### src/rtl/ctrl_pkg.sv
// Shared control definitions: opcodes, ALU operation codes, operand-B select codes and the
// main controller state encoding. Also used by the ALU function controller.
package ctrl_pkg;

  // Instruction opcodes (IR[31:26])
  localparam logic [5:0] OP_RTYPE = 6'b000000;
  localparam logic [5:0] OP_ADDI  = 6'b001100;
  localparam logic [5:0] OP_SUBI  = 6'b001101;
  localparam logic [5:0] OP_SW    = 6'b010000;
  localparam logic [5:0] OP_LW    = 6'b010001;

  // alu_op codes handed to the ALU function controller
  localparam logic [1:0] ALU_ADD = 2'b00;
  localparam logic [1:0] ALU_SUB = 2'b01;
  localparam logic [1:0] ALU_R   = 2'b10;

  // alu_src_b select codes
  localparam logic [1:0] SRC_B_REG  = 2'b00;
  localparam logic [1:0] SRC_B_FOUR = 2'b01;
  localparam logic [1:0] SRC_B_IMM  = 2'b10;

  typedef enum logic [2:0] {
    StFetch  = 3'd0,
    StDecode = 3'd1,
    StExec   = 3'd2,
    StMem    = 3'd3,
    StWb     = 3'd4
  } ctrl_state_e;

  function automatic logic is_legal_op(input logic [5:0] op);
    logic legal;
    case (op)
      OP_RTYPE, OP_ADDI, OP_SUBI, OP_SW, OP_LW: legal = 1'b1;
      default:                                  legal = 1'b0;
    endcase
    return legal;
  endfunction

endpackage

### src/rtl/mem_wait_timer.sv
// Counts consecutive memory wait cycles and flags when the count has reached MAX_WAIT.
module mem_wait_timer #(
  parameter int unsigned WAIT_W   = 4,
  parameter int unsigned MAX_WAIT = 15
) (
  input  logic clk,
  input  logic rst_n,
  input  logic clear,
  input  logic count_en,
  output logic timeout
);

  logic [WAIT_W-1:0] wait_cnt_q;

  // Clear has priority over counting; the owner stops counting once timeout is seen.
  always_ff @(posedge clk or negedge rst_n) begin
    if (!rst_n) begin
      wait_cnt_q <= '0;
    end else if (clear) begin
      wait_cnt_q <= '0;
    end else if (count_en) begin
      wait_cnt_q <= wait_cnt_q + WAIT_W'(1);
    end
  end

  // Counter has tolerated MAX_WAIT stalled cycles already
  always_comb begin
    timeout = (wait_cnt_q == WAIT_W'(MAX_WAIT));
  end

endmodule

### src/rtl/main_ctrl_fsm.sv
// Multi-cycle main control unit: sequences FETCH/DECODE/EXEC/MEM/WB and decodes datapath
// enables, memory strobes and alu_op from the current state and the latched opcode.
module main_ctrl_fsm
  import ctrl_pkg::*;
#(
  parameter int unsigned WAIT_W   = 4,
  parameter int unsigned MAX_WAIT = 15
) (
  input  logic       clk,
  input  logic       rst_n,
  input  logic [5:0] opcode,
  input  logic       mem_ready,
  output logic [1:0] alu_op,
  output logic       alu_src_a,
  output logic [1:0] alu_src_b,
  output logic       iord,
  output logic       mem_read,
  output logic       mem_write,
  output logic       ir_write,
  output logic       pc_write,
  output logic       reg_write,
  output logic       reg_dst,
  output logic       mem_to_reg,
  output logic       instr_done,
  output logic       illegal_op,
  output logic       bus_err
);

  ctrl_state_e state_q, state_d;
  logic [5:0]  op_q;
  logic        mem_phase;
  logic        stall;
  logic        timeout;
  logic        timeout_hit;
  logic        timer_clear;
  logic        timer_count;

  // A timeout only counts when the access is still stalled; a late mem_ready wins.
  always_comb begin
    mem_phase   = (state_q == StFetch) || (state_q == StMem);
    stall       = mem_phase && !mem_ready;
    timeout_hit = stall && timeout;
    timer_count = stall && !timeout;
    timer_clear = (state_d != state_q) || timeout_hit;
  end

  mem_wait_timer #(
    .WAIT_W  (WAIT_W),
    .MAX_WAIT(MAX_WAIT)
  ) u_mem_wait_timer (
    .clk     (clk),
    .rst_n   (rst_n),
    .clear   (timer_clear),
    .count_en(timer_count),
    .timeout (timeout)
  );

  // Next-state selection
  always_comb begin
    state_d = state_q;
    case (state_q)
      StFetch: begin
        if (mem_ready) state_d = StDecode;
      end
      StDecode: begin
        state_d = is_legal_op(opcode) ? StExec : StFetch;
      end
      StExec: begin
        state_d = ((op_q == OP_LW) || (op_q == OP_SW)) ? StMem : StWb;
      end
      StMem: begin
        if (mem_ready) begin
          state_d = (op_q == OP_LW) ? StWb : StFetch;
        end else if (timeout_hit) begin
          state_d = StFetch;
        end
      end
      StWb:    state_d = StFetch;
      default: state_d = StFetch;
    endcase
  end

  // State register and opcode latch; opcode is captured only in DECODE
  always_ff @(posedge clk or negedge rst_n) begin
    if (!rst_n) begin
      state_q <= StFetch;
      op_q    <= '0;
    end else begin
      state_q <= state_d;
      if (state_q == StDecode) op_q <= opcode;
    end
  end

  // Output decode; everything is forced low while reset is asserted
  always_comb begin
    alu_op     = ALU_ADD;
    alu_src_a  = 1'b0;
    alu_src_b  = SRC_B_REG;
    iord       = 1'b0;
    mem_read   = 1'b0;
    mem_write  = 1'b0;
    ir_write   = 1'b0;
    pc_write   = 1'b0;
    reg_write  = 1'b0;
    reg_dst    = 1'b0;
    mem_to_reg = 1'b0;
    instr_done = 1'b0;
    illegal_op = 1'b0;
    bus_err    = 1'b0;
    if (rst_n) begin
      case (state_q)
        StFetch: begin
          mem_read  = 1'b1;
          alu_src_b = SRC_B_FOUR;
          ir_write  = mem_ready;
          pc_write  = mem_ready;
          bus_err   = timeout_hit;
        end
        StDecode: begin
          illegal_op = !is_legal_op(opcode);
        end
        StExec: begin
          alu_src_a = 1'b1;
          alu_src_b = SRC_B_IMM;
          case (op_q)
            OP_RTYPE: begin
              alu_op    = ALU_R;
              alu_src_b = SRC_B_REG;
            end
            OP_SUBI: alu_op = ALU_SUB;
            default: alu_op = ALU_ADD;
          endcase
        end
        StMem: begin
          iord       = 1'b1;
          mem_read   = (op_q == OP_LW);
          mem_write  = (op_q == OP_SW);
          instr_done = (op_q == OP_SW) && mem_ready;
          bus_err    = timeout_hit;
        end
        StWb: begin
          reg_write  = 1'b1;
          reg_dst    = (op_q == OP_RTYPE);
          mem_to_reg = (op_q == OP_LW);
          instr_done = 1'b1;
        end
        default: ;
      endcase
    end
  end

endmodule
### config.mk
export PLATFORM = sky130hd
export DESIGN_NAME = main_ctrl_fsm
export DESIGN_NICKNAME = d
export VERILOG_FILES = /design/src/rtl/ctrl_pkg.sv /design/src/rtl/mem_wait_timer.sv /design/src/rtl/main_ctrl_fsm.sv
export SDC_FILE = /design/constraint.sdc
export NUM_CORES = 1
export LEC_CHECK = 0
export BUFFER_PORTS_ARGS = -buffer_cell sky130_fd_sc_hd__buf_4
export CAP_MARGIN = 30
export CORE_MARGIN = 2
export CORE_UTILIZATION = 53
export CTS_CLUSTER_SIZE = 20
export DETAILED_ROUTE_END_ITERATION = 8
export PLACE_DENSITY = 0.82
export SLEW_MARGIN = 20
export SYNTH_ARGS = -nofsm -noshare
export SYNTH_HDL_FRONTEND = slang
export SYNTH_HIERARCHICAL = 1
export SYNTH_SLANG_ARGS = --single-unit
### constraint.sdc
create_clock -name clk -period 6.3 [get_ports clk]
set_input_delay 0.945 -clock clk [delete_from_list [all_inputs] [get_ports clk]]
set_output_delay 0.945 -clock clk [all_outputs]
set_load 0.005 [all_outputs]
* Word-level counts from Yosys, hierarchy flattened
Index checks and enable logic that the tools add are counted.
** Operators by class
- Add/subtract/negate cells :: 1
- $mul :: 0
- Div/mod/pow operators :: 0
- Magnitude comparators :: 0
- Eq/ne operators :: 13
- Shifts and indexed selects :: 0
- Muxes and demuxes :: 40
- Bitwise operators :: 0
- Reduce and logical (&&, ||, !) cells :: 16
** Operator list (count)
- equality test 6 x 5 -> 1 bit, second input constant :: 4
- 2-to-1 mux 1 bit :: 23
- equality test 6 x 4 -> 1 bit, second input constant :: 3
- 2-to-1 mux 3 bit :: 5
- logical NOT 6 bit :: 2
- case mux 3 bit (4 select lines) :: 1
- 2-to-1 mux 2 bit :: 5
- 2-to-1 mux 4 bit :: 2
- case mux 2 bit (2 select lines) :: 2
- equality test 3 x 2 -> 1 bit, second input constant :: 2
- OR reduction 5 bit :: 1
- adder 4 x 1 -> 4 bit, second input constant :: 1
- equality test 4 bit, second input constant :: 1
- logical AND 1 bit :: 4
- case mux 1 bit (2 select lines) :: 2
- equality test 3 x 1 -> 1 bit, second input constant :: 1
- equality test 3 bit, second input constant :: 1
- logical NOT 1 bit :: 3
- logical NOT 3 bit :: 1
- logical OR 1 bit :: 3
- inequality test 3 bit :: 1
- nonzero test 2 bit :: 1
- OR reduction 2 bit :: 1
** Storage, ports and cells
- Register bits after elaboration :: 13
- Bits in latches :: 0
- Bits in writable memories :: 0
- Memory bits (read-only) :: 0
- Input bits :: 9
- Output and inout bits :: 16
- Logic and storage cells :: 73
- Memories :: 0

* Longest topological paths before layout
Gate-level depths: netlist (run 1).
- Word-level depth :: 10
- Mapped depth :: 7

* Hierarchy
The synthesis (run 1) kept the hierarchy.
** By module, submodules not included
- main_ctrl_fsm :: times used 1, cells each 68, area an instance 629.4 sq um, seq. area each 225.2 sq um
- mem_wait_timer :: times used 1, cells each 17, area an instance 198.9 sq um, seq. area each 100.1 sq um

* Least setup slack after synthesis (run 1)
No wires, ideal clock.
- Kind :: input-to-output
- Start :: input port mem_ready
- End :: output port bus_err
- Arrival time :: 1.574 ns
- Required time :: 5.355 ns
- Setup slack :: 3.781 ns
- Stages on the path :: 2
- Buffers on the path :: 0
- Path through :: or4_4 > nor2_1
** Between the ends
- Word-level cells in the longest chain between the ends :: 5
** RTL lines
- from (decl) :: line main_ctrl_fsm.sv:12 : input logic mem_ready,
- logical NOT 1 bit :: line main_ctrl_fsm.sv:41 : stall = mem_phase && !mem_ready;
- logical AND 1 bit :: line main_ctrl_fsm.sv:41
- logical AND 1 bit :: line main_ctrl_fsm.sv:42 : timeout_hit = stall && timeout;
- 2-to-1 mux 1 bit :: line main_ctrl_fsm.sv:111 : case (state_q)
- 2-to-1 mux 1 bit :: line main_ctrl_fsm.sv:110 : if (rst_n) begin
- to (decl) :: line main_ctrl_fsm.sv:26 : output logic bus_err
Every way passes these cells.

* Worst setup path in the final report (run 1)
- Start :: input port rst_n
- End :: output port alu_op[0]
** Between the ends
- Word-level cells in the longest chain between the ends :: 1
** RTL lines
- from (decl) :: line main_ctrl_fsm.sv:10 : input logic rst_n,
- 2-to-1 mux 2 bit :: line main_ctrl_fsm.sv:110
- to (decl) :: line main_ctrl_fsm.sv:13 : output logic [1:0] alu_op,
Every way passes these cells.

==> flow_results.org, run 1 <==
** Outcome
- Run status :: completed

** Routing
- Router iterations before antenna repair :: 4
- Via count :: 718
- After detailed routing, the total wire length is 1710 microns.
- Post-DRT Antenna Nets :: 0
- For this run, design rule violations remaining after detail routing come to 0.
- Drt wl/cell :: 13.6 microns
- Number of vias per cell after detailed routing :: 5.70
- The detailed router finished its first iteration with 11 violations.

** Min path
- Hold-critical path endpoint :: op_q[1]
- Hold path depth :: 1
- In this run the worst hold path is classified as reg -> reg.
- HP Start :: op_q[1]

** Synthesis
- Number of synthesized flops with an enable pin :: 0
- Post-synthesis sequential area ratio :: 0.393
- The most common cell in the synthesized netlist is sky130_fd_sc_hd__dfrtp_1.
- Top flip-flop cell by instance count after synthesis :: sky130_fd_sc_hd__dfrtp_1
- Synth Instances :: 85
- Leading post-synthesis cells by cell area :: sky130_fd_sc_hd__dfrtp_1 (39%), sky130_fd_sc_hd__mux2_2 (5.4%), sky130_fd_sc_hd__nor2_1 (5.4%), sky130_fd_sc_hd__mux2_1 (4.1%), sky130_fd_sc_hd__nor2b_1 (3.0%)
- The synthesized design contains 13 register bits.
- Post-synthesis async set-or-reset flop share :: 1.00
- Commonest cells in the synthesized netlist :: sky130_fd_sc_hd__dfrtp_1 (13), sky130_fd_sc_hd__nor2_1 (12), sky130_fd_sc_hd__nand2_1 (6)
- Yosys printed 6 warnings.
- A synthesized cell averages 9.74 sq um.
- Cell area after synthesis :: 828 sq um
- The biggest area contributor in the post-synthesis netlist is sky130_fd_sc_hd__dfrtp_1.
- Synthesis instantiated 37 different standard cells from the library.
- The share of synthesized area in the top cell type comes to 0.393.
- The number of nets handed over by synthesis was 95.

** Global routing
- Antenna violations before repair :: 0
- The total overflow left after global routing is 0.
- Global-route wire length before repair :: 3160 microns
- The via count of the first global-routing pass came to 729.
- Maximum number of pins on one net before global-route repair :: 19
- Gr usage total :: 0.221

** Setup path
- Worst reg2reg path startpoint :: state_q[1]
- The slowest stage of the critical path is the sky130_fd_sc_hd__nor4_1 cell.
- In this run the critical register-to-register path is captured at u_mem_wait_timer/wait_cnt_q[3].
- Kind of start point of the critical path :: input pin
- Depth of the worst register-to-register path :: 6
- Data arrives at the worst endpoint at 1.86 ns.
- Worst Path Max Fanout :: 18
- The critical path goes through buf_4 -> nor2b_1 -> nand2_1 -> nor4_1 -> buf_4.
- On the worst path, the slowest cell contributes a delay of 0.24 ns.
- WP data required :: 5.35 ns
- By startpoint and endpoint, the worst setup path is classified as in -> out.
- STA classifies the critical path endpoint as an output port.
- Most repeated library cell on the critical path :: sky130_fd_sc_hd__buf_4
- Slack of the worst reg-to-reg path :: approximately 4.2 ns

** Placement
- Place WS :: between 3 and 4 ns
- Routability-driven placement finished with a final weighted congestion of 0.783.
- Counting tap cells, the placed design contains a total of between 100 and 150 instances.
- DP HPWL :: between 1000 and 1500 microns
- Buffers added on ports :: 24

** Cells and area
- Count of antenna diodes in the layout :: 0
- Relative to the synthesized area, the layout overhead comes to 24.5%.
- Storage cell area :: 325 sq um
- Post-layout instance count excluding filler cells :: roughly 130
- Ratio of cells with drive above 1 in the final layout :: 0.364
- FILL cells :: ~130
- In the final layout, the multi-input gates occupy 468 sq um.
- The final layout contains roughly 120 nets.

** Timing
- In the finished design, the share of the clock period the worst path needs comes to 0.445.
- The worst path meets setup with 3.50 ns of slack.
- For the pin with the worst max-slew slack, the measured transition is between 0.5 and 0.6 ns.
- In the final timing run, aggregate negative setup slack is 0 ns.
- Total setup violations reported at the end of the flow :: 0
- Total count of hold-check failures in the final report :: 0
- Across the routed clock network, the largest skew measured is 0.00297 ns.
- Min Hold Slack :: around 0.5 ns
- The final max-slew violation count came to 0.
- For this run, the top clock speed supported by timing is about 360 MHz.
- Unrepaired setup endpoints after global routing :: false
- Min cycle time layout :: approximately 2.8 ns
- Max transition margin :: 0.610

** Power and ir drop
- The analysis attributes to cell leakage a power of 0.000500 uW.
- Across the VDD grid, the largest voltage drop is 0.247 mV.
- P_sw :: 149 uW
- Of the total power, the share spent switching nets is 0.381.
- The share of total power dissipated in the clock network is 0.125.
- The design draws between 300 and 400 uW.
- The internal portion of the total power is 242 uW.
- In this run the power density over the cells is 379 nW/um^2.
- Sequential share of power :: 0.412
- Of the total power, combinational logic draws 0.462.

** Clock tree
- The clock reaches the later pin of the worst-skew pair after around 0.27 ns.
- The number of setup buffers added after CTS is 0.
- Register clock-pin slew on the reported worst setup and hold paths :: 0.07 ns
- H-tree Lvls :: 1
- No sink is reached through more buffers than the 2 on the longest clock path.
- CTS tree :: yes
- The number of clock buffers added by TritonCTS is 3.
- After clock tree synthesis, the repair step resized 0 gates.
- After clock tree synthesis, the flow added hold-fix buffers numbering 0.
- Cell chosen for the clock root :: sky130_fd_sc_hd__clkbuf_4
- Total number of clock tree sinks :: 13

** Floorplanning
- Y dimension of the die :: 43.5 microns
- After floorplanning, the core was sized to cover 1490 sq um.
- Top-level I/O count :: 25
- The initial utilization of the core area, before any placement, comes to 0.556.
- Row generation in the floorplan step produced 14 rows.
- The die covers 1890 sq um.
- Width of the chip :: about 44 microns

** Run
- Count of maximum capacitance violations :: 0
## flip-flops by register name, indices dropped and copies added, names as in the netlist
signal,flops
op_q,6
state_q,3
u_mem_wait_timer/wait_cnt_q,4
## area by class of cell
class | instances | share of cell area
Clock buffer | 4 | 0.0255
Sequential cell | 13 | 0.316
Multi-Input combinational cell | 66 | 0.454
Inverter | 3 | 0.0109
Tap cell | 16 | 0.0194
Timing Repair Buffer | 24 | 0.175
## metal layers
metal | track usage | routed length (microns) | vias to the layer above | share of wire
met5 | 0 | 0 | - | 0
met4 | 0.0848 | 14 | 0 | 0.0082
met3 | 0.0417 | 82 | 2 | 0.048
met2 | 0.403 | 907 | 19 | 0.53
met1 | 0.253 | 705 | 341 | 0.41
li1 | - | - | 356 | -
## power groups by stage
| stage | sequential (uW) | combinational, uW | clock [uW] |
|---|---|---|---|
| finish | 161 | 181 | 48.9 |
| global route | 167 | 204 | 55.1 |
| CTS | 160 | 183 | 51.1 |
| detailed placement | 162 | 182 | 0 |
| global placement | 160 | 176 | 0 |
| floorplan | 147 | 147 | 0 |
## how the worst max path moves through the flow
stage / cells after the start / slack [ns] / end / from
2_1_floorplan: 2 / 3.78 / bus_err / mem_ready
4_1_cts: 5 / 3.48 / alu_op[0] / rst_n
6_report: 5 / 3.50 / alu_op[0] / rst_n
3_5_place_dp: 5 / 3.48 / alu_op[0] / rst_n
3_3_place_gp: 5 / 3.51 / alu_op[0] / rst_n
5_1_grt: 6 / 3.34 / instr_done / rst_n
## per-stage QoR
step / instance area, sq um / util
6_report: 1030 / 0.692
5_1_grt: 1030 / 0.692
3_3_place_gp: 1000 / 0.675
2_1_floorplan: 828 / -
4_1_cts: 1030 / 0.692
3_5_place_dp: 1000 / 0.675
## cells by family after synthesis
family / after synthesis / share of synthesized area
AND/OR/NAND/NOR: 45 / 0.323
flip-flops: 13 / 0.393
AO/OA/AOI/OAI: 10 / 0.0906
multiplexers: 9 / 0.125
buffers and inverters: 6 / 0.0423
XOR/XNOR: 1 / 0.0106
adder cells (fa/ha/maj): 1 / 0.0151
## placed cells by master (no fill, tap or decap), types with 4 or more instances in the layout
master | synthesis | layout
sky130_fd_sc_hd__buf_4 | 1 | 24
sky130_fd_sc_hd__dfrtp_1 | 13 | 13
sky130_fd_sc_hd__nor2_1 | 12 | 12
sky130_fd_sc_hd__nand2_1 | 6 | 6
sky130_fd_sc_hd__nor2b_1 | 4 | 4
sky130_fd_sc_hd__mux2_2 | 4 | 4
## worst max-delay path: cells and delay by family
kind | cells | cell delay (ns)
simple gates | 3 | 0.54
buf+inv | 2 | 0.36
Power figures use the tool's default switching activity.
==> run 2: changes to the inputs <==
CORE_UTILIZATION = 44   (was 53)
PLACE_DENSITY = 0.73   (was 0.82)
clock period = 2.5 ns   (was 6.3 ns; I/O delays follow)
==> flow_results.org, run 2 (same netlist as run 1, synthesis figures left out) <==
** Clock tree
- The number of gates resized after CTS was 0.
- TritonCTS built the clock tree.
- After clock tree synthesis, the flow added hold-fix buffers numbering 1.
- TritonCTS Buffers :: 3
- The root buffer cell chosen for the clock tree is sky130_fd_sc_hd__clkbuf_4.
- For this design, the sink count on the clock tree is 13.
- Setup fix buffers added after clock tree synthesis :: 0
- No sink is reached through more buffers than the 2 on the longest clock path.
- Clock latency of the later-clocked register in the worst-skew pair :: approximately 0.28 ns
- CTS built an H-tree with a depth of 1.
- After clock tree synthesis, the clock-pin slew on the worst setup and hold paths is 0.09 ns.

** Timing
- Share of the clock period used by the worst path after layout :: 0.924
- Worst clock skew :: 0.00866 ns
- For the pin with the worst max-slew slack, the measured transition is 0.367 ns.
- The worst path needs 2.31 ns of the cycle, external delays included.
- Setup repair after global routing left no endpoint under its margin.
- For this run, the top clock speed supported by timing is 433 MHz.
- Total count of hold-check failures in the final report :: 0
- TNS Setup :: 0 ns
- Min Hold Slack :: 0.325 ns
- In this run the tightest slew margin relative to its limit is 0.754.
- Total setup violations reported at the end of the flow :: 0
- The final max-slew violation count came to 0.

** Outcome
- Run status :: completed

** Setup path
- Category of the worst setup path capture point :: output port
- Walking the worst path, the cells encountered are dlygate4sd3_1 -> buf_4 -> nor2b_1 -> nand2_1 -> nor4_1 -> buf_4.
- Grouping stages by cell kind, the critical path spends the most delay in buffers and inverters.
- In this run the number of cells on the critical path is 6.
- WP data required :: roughly 2.1 ns
- At the worst endpoint, the arrival time is 1.93 ns.
- Critical path buffer and inverter count :: 3
- Among the stages of the critical path, the cell type that occurs most often is sky130_fd_sc_hd__buf_4.
- For this run, the slowest stage of the critical path takes 0.53 ns.
- Worst Path Max Fanout :: 18
- Depth of the worst register-to-register path :: 6
- Critical path's slowest cell :: sky130_fd_sc_hd__dlygate4sd3_1
- The worst setup path is of the in -> out kind.
- Kind of start point of the critical path :: input pin

** Routing
- Wire length after detailed routing :: 1700 microns
- Router iterations before antenna repair :: 4
- After the first detailed-routing iteration, the DRC count stood at 9.
- Once detail routing completed, the nets flagged for antenna violations numbered 0.
- Dividing the detail-routed via count by the number of cells gives 5.20.
- For this run, design rule violations remaining after detail routing come to 0.
- Dividing the detail-routed wire length by the instance count gives 12.4 microns.
- Via count :: 713

** Global routing
- For this run, global-route usage on met2 was measured as 0.303.
- Overflow left after global routing :: 0
- For this run, global-route usage on met1 was measured as 0.215.
- The first global-routing pass estimated around 2700 microns of wire.
- Layer with the highest usage after global routing :: met2
- In the global route stage, met3 resource usage came out at 0.0808.
- Vias in the first global route :: between 600 and 700
- For this run, the total global-route usage over all layers was measured as 0.178.
- Maximum number of pins on one net before global-route repair :: 19
- The number of antenna violations at the first check in global routing was 0.

** Cells and area
- The register with the most flip-flops in the layout has 6 of them.
- Leaving out fill and tap cells, the most frequent cell in the layout is sky130_fd_sc_hd__buf_4.
- Area of the multi-input gates :: 468 sq um
- FILL cells :: 169
- Relative to the synthesized area, the layout overhead comes to 28.1%.
- Most frequent cells in the layout :: sky130_fd_sc_hd__buf_4 (25), sky130_fd_sc_hd__dfrtp_1 (13), sky130_fd_sc_hd__nor2_1 (12)
- Largest registers :: op_q: 6 flops, u_mem_wait_timer/wait_cnt_q: 4 flops, state_q: 3 flops
- Final Cell Area :: ~1100 sq um
- Count of antenna diodes in the layout :: 0
- Register with the most flip-flops :: op_q
- Ratio of cells with drive above 1 in the final layout :: 0.375
- Storage cell area :: 325 sq um
- At the end of the flow, the number of nets in the layout was 123.

** Floorplanning
- The floorplan step set the die width to roughly 47 microns.
- Std-Cell Core Area :: 1750 sq um
- For this configuration, the core starts out at a cell density of 0.475.
- In this run the core area contains 15 standard-cell rows.
- The floorplan step defined a die boundary enclosing approximately 2200 sq um.
- Top-level I/O count :: 25
- The die is 47.4 microns tall.

** Power and ir drop
- Fraction of power consumed by the clock network :: 0.130
- Proportion of total power due to net switching :: 0.386
- Summed over all nets, the switching power comes to 389 uW.
- The analysis attributes to cell leakage a power of 0.000512 uW.
- The share of total power dissipated in combinational logic is 0.467.
- Internal power comes to 619 uW.
- Worst vdd ir :: roughly 0.47 mV
- Power comes to between 1000 and 1500 uW.
- Power spread over the standard cell area amounts to 950 nW/um^2.
- The share of total power dissipated in sequential elements is 0.403.

** Placement
- The count of buffers added on input and output ports is 24.
- DP Area :: 1020 sq um
- DP HPWL :: 1330 microns
- Final RePlAce weighted congestion :: 0.885

** Run
- Count of maximum capacitance violations :: 0

** Min path
- Hold path depth :: 2
- The path class of the tightest hold or removal check is in -> reg.
## run 2: cell types whose count changed in the layout (fill, tap and decap cells not counted)
cell	before	now
sky130_fd_sc_hd__buf_4	24	25
sky130_fd_sc_hd__clkbuf_1	1	0
sky130_fd_sc_hd__clkinv_2	0	1
sky130_fd_sc_hd__dlygate4sd3_1	0	1
## run 2: layout make-up
cell class | instances | share of cell area
Clock buffer | 3 | 0.0212
Clock inverter | 1 | 0.00472
Inverter | 3 | 0.0106
Multi-Input combinational cell | 66 | 0.441
Sequential cell | 13 | 0.307
Tap cell | 25 | 0.0295
Timing Repair Buffer | 26 | 0.186
## run 2: routing by layer
layer / share of wire / up-vias
met5: 0 / -
met4: 0 / 0
met3: 0.062 / 0
met2: 0.48 / 23
met1: 0.46 / 334
li1: - / 356
## run 2: worst paths after layout
kind	start	end	slack, ns
setup / recovery	rst_n	alu_op[0]	0.19
hold / removal	opcode[0]	op_q[0]	0.33
setup reg to reg	state_q[0]	u_mem_wait_timer/wait_cnt_q[3]	0.47
hold reg to reg	op_q[1]	op_q[1]	0.52
max in group asynchronous	rst_n	op_q[5]	1.82
min in group asynchronous	rst_n	state_q[1]	0.49
## run 2: through the flow
step | instances | util | setup slack, ns
CTS | 137 | 0.608 | 0.162
floorplan | 85 | - | 0.542
global placement | 132 | 0.586 | 0.523
detailed placement | 132 | 0.586 | 0.492
finish | 137 | 0.608 | 0.190
global route | 137 | 0.608 | 0.0638
## run 2: power by group through the flow
stage               Combinational, uW  Clock, uW  Sequential [uW]
CTS                               476        139              405
global placement                  459          0              404
detailed placement                473          0              410
global route                      516        152              423
finish                            471        132              406
floorplan                         371          0              371
==> run 3: changes to the inputs <==
GPL_TIMING_DRIVEN = 0   (was default)
==> flow_results.org, run 3 (same netlist as run 1, synthesis figures left out) <==
** Timing
- Worst setup margin :: roughly 0.24 ns
- Share of the clock period used by the worst path after layout :: 0.902
- The worst path needs 2.26 ns of the cycle, external delays included.
- Unrepaired setup endpoints after global routing :: false
- Setup total negative slack on the finished layout was measured at 0 ns.
- Maximum operating frequency :: 443 MHz
- The final hold violation count is 0.
- The final max-slew violation count was 0.
- Worst clock skew :: 0.00731 ns
- Slew at the pin closest to its max-slew limit :: about 0.41 ns
- In this run the tightest slew margin relative to its limit is 0.723.
- Total setup violations reported at the end of the flow :: 0

** Setup path
- Worst reg2reg path startpoint :: state_q[0]
- For the worst setup path, the data arrival time is 1.88 ns.
- Category of the worst setup path capture point :: output port
- Category of the critical setup timing path :: in -> out
- In this run the critical register-to-register path is captured at u_mem_wait_timer/wait_cnt_q[3].
- Slack of the worst reg-to-reg path :: 0.44 ns
- Among all stages on the critical path, the largest delay is contributed by sky130_fd_sc_hd__dlygate4sd3_1.
- In this run the worst path has a maximum fanout of 18.
- The critical path goes through dlygate4sd3_1 -> buf_4 -> nor2b_1 -> nand2_1 -> nor4_1 -> buf_4.
- Depth of the worst register-to-register path :: 7
- Kind of start point of the critical path :: input pin
- Most repeated library cell on the critical path :: sky130_fd_sc_hd__buf_4
- WP data required :: 2.12 ns
- Delay of the slowest cell on the worst path :: approximately 0.53 ns

** Floorplanning
- From left edge to right edge, the die measures around 47 microns.
- Die ar. :: ~2200 sq um
- The total area inside the core boundary comes to 1750 sq um.
- The floorplan has 15 rows.
- Y dimension of the die :: 47.4 microns
- Top-level I/O count :: 25
- The initial utilization of the core area, before any placement, comes to 0.475.

** Global routing
- Entering global routing, the biggest net connects 19 pins.
- Across every metal layer, demand over resource in global routing totals 0.189.
- The via count of the first global-routing pass came to 626.
- Antenna violations before repair :: 0
- Global-route wire length before repair :: around 2800 microns
- The total overflow left after global routing is 0.

** Routing
- Drt wl/cell :: between 10 and 15 microns
- In the routed design, unresolved DRC markers number 0.
- Wires add up to between 1500 and 2000 microns.
- Via count :: 724
- The count of nets left with antenna violations once routing finished came out at 0.
- Dividing the detail-routed via count by the number of cells gives between 5 and 6.
- For this run, the detailed router's first-pass iteration total came to 4.
- Violation count after the first detailed-route iteration :: 5

** Clock tree
- TritonCTS built the clock tree.
- In this run the clock root is driven by a sky130_fd_sc_hd__clkbuf_4.
- Clock latency of the later-clocked register in the worst-skew pair :: 0.29 ns
- The clock drives 13 sinks.
- Setup fix buffers added after clock tree synthesis :: 0
- After clock tree synthesis, the flow added hold-fix buffers numbering 1.
- Register clock-pin slew on the reported worst setup and hold paths :: around 0.090 ns
- Resize count post-CTS :: 0
- In this run, CTS created clock tree buffers numbering 3.
- H-tree Lvls :: 1
- Max Root-Sink Buffers :: 2

** Placement
- During placement, the flow inserted port buffers numbering 24.
- Place WS :: 0.446 ns
- Summed over all nets, the half-perimeter wirelength after detailed placement is 1330 microns.
- The congestion estimate from routability-driven global placement came to 0.851.

** Cells and area
- Counting flops per register, the top entry is op_q.
- Largest registers :: op_q: 6 flops, u_mem_wait_timer/wait_cnt_q: 4 flops, state_q: 3 flops
- Ratio of cells with drive above 1 in the final layout :: 0.386
- Compared with the post-synthesis result, the final layout area differs by 30.1%.
- Most frequent cells in the layout :: sky130_fd_sc_hd__buf_4 (25), sky130_fd_sc_hd__dfrtp_1 (13), sky130_fd_sc_hd__nor2_1 (12)
- The net count of the finished layout is 125.
- Number of flip-flops in the largest register :: 6
- Leading cell type in the layout, fill and taps excluded :: sky130_fd_sc_hd__buf_4
- Final core area utilization :: 0.617
- Count of antenna diodes in the layout :: 0

** Outcome
- Run status :: completed

** Power and ir drop
- The share of total power dissipated in sequential elements is 0.382.
- Fraction of power consumed by the clock network :: 0.131
- Combinational fraction of design power :: 0.487
- The internal portion of the total power is 634 uW.
- VDD sags by at most 0.609 mV.
- For this design the static power due to leakage is between 0.0005 and 0.0006 uW.
- The analysis attributes to net switching a power of 399 uW.
- Proportion of total power due to net switching :: 0.386
- Power per cell area :: 959 nW/um^2

** Min path
- The tightest min-delay check is of the in -> reg type.
- For hold timing, the worst endpoint is op_q[0].
- HP Start :: opcode[0]
- Hold path depth :: 2

** Run
- Count of maximum capacitance violations :: 0
==> run 3: cell types whose count changed in the layout (fill, tap and decap cells not counted) <==
cell,change
sky130_fd_sc_hd__buf_2,+1
sky130_fd_sc_hd__buf_6,+1
==> run 3: cell type report <==
| type | instances | area [sq um] |
|---|---|---|
| Buffer | 3 | 23.8 |
| Timing Repair Buffer | 25 | 190 |
| Fill cell | 169 | 668 |
| Clock inverter | 1 | 5.00 |
| Clock buffer | 3 | 22.5 |
| Sequential cell | 13 | 325 |
| Tap cell | 25 | 31.3 |
| Inverter | 3 | 11.3 |
| Multi-Input combinational cell | 66 | 468 |
==> run 3: how the worst max path moves through the flow <==
stage | startpoint | to | slack [ns] | cells after the start
after CTS | rst_n | alu_op[0] | 0.22 | 6
after floorplan | state_q[0] | u_mem_wait_timer/wait_cnt_q[3] | 0.54 | 7
after global routing | rst_n | alu_op[0] | 0.1 | 6
final | rst_n | alu_op[0] | 0.24 | 6
after global placement | state_q[0] | u_mem_wait_timer/wait_cnt_q[3] | 0.48 | 7
after detailed placement | state_q[0] | u_mem_wait_timer/wait_cnt_q[3] | 0.45 | 7
==> run 3: metrics by stage <==
| step | power (uW) | instances | instance area (sq um) | hold slack [ns] |
|---|---|---|---|---|
| 2_1_floorplan | 742 | 85 | 828 | 0.0794 |
| 3_3_place_gp | 880 | 134 | 1040 | 0.247 |
| 3_5_place_dp | 903 | 134 | 1040 | 0.246 |
| 4_1_cts | 1040 | 139 | 1080 | 0.319 |
| 5_1_grt | 1110 | 139 | 1080 | 0.315 |
| 6_report | 1030 | 139 | 1080 | 0.327 |
==> run 3: layer usage <==
| metal | vias up | wire length, microns | part of all wire | track usage |
|---|---|---|---|---|
| li1 | 360 | - | - | - |
| met1 | 335 | 791 | 0.45 | 0.226 |
| met2 | 25 | 833 | 0.48 | 0.303 |
| met3 | 4 | 101 | 0.058 | 0.0692 |
| met4 | 0 | 24 | 0.014 | 0.0833 |
| met5 | - | 0 | 0 | 0 |
==> run 3: critical path, delay by kind of cell <==
| kind | cells | cell delay [ns] |
|---|---|---|
| buf+inv | 3 | 0.93 |
| simple gates | 3 | 0.57 |
==> run 3: power by group through the flow <==
stage | clock [uW] | sequential, uW | combinational, uW
after global routing | 150 | 406 | 556
final | 135 | 394 | 503
after CTS | 139 | 395 | 508
after floorplan | 0 | 371 | 371
after detailed placement | 0 | 399 | 504
after global placement | 0 | 392 | 488
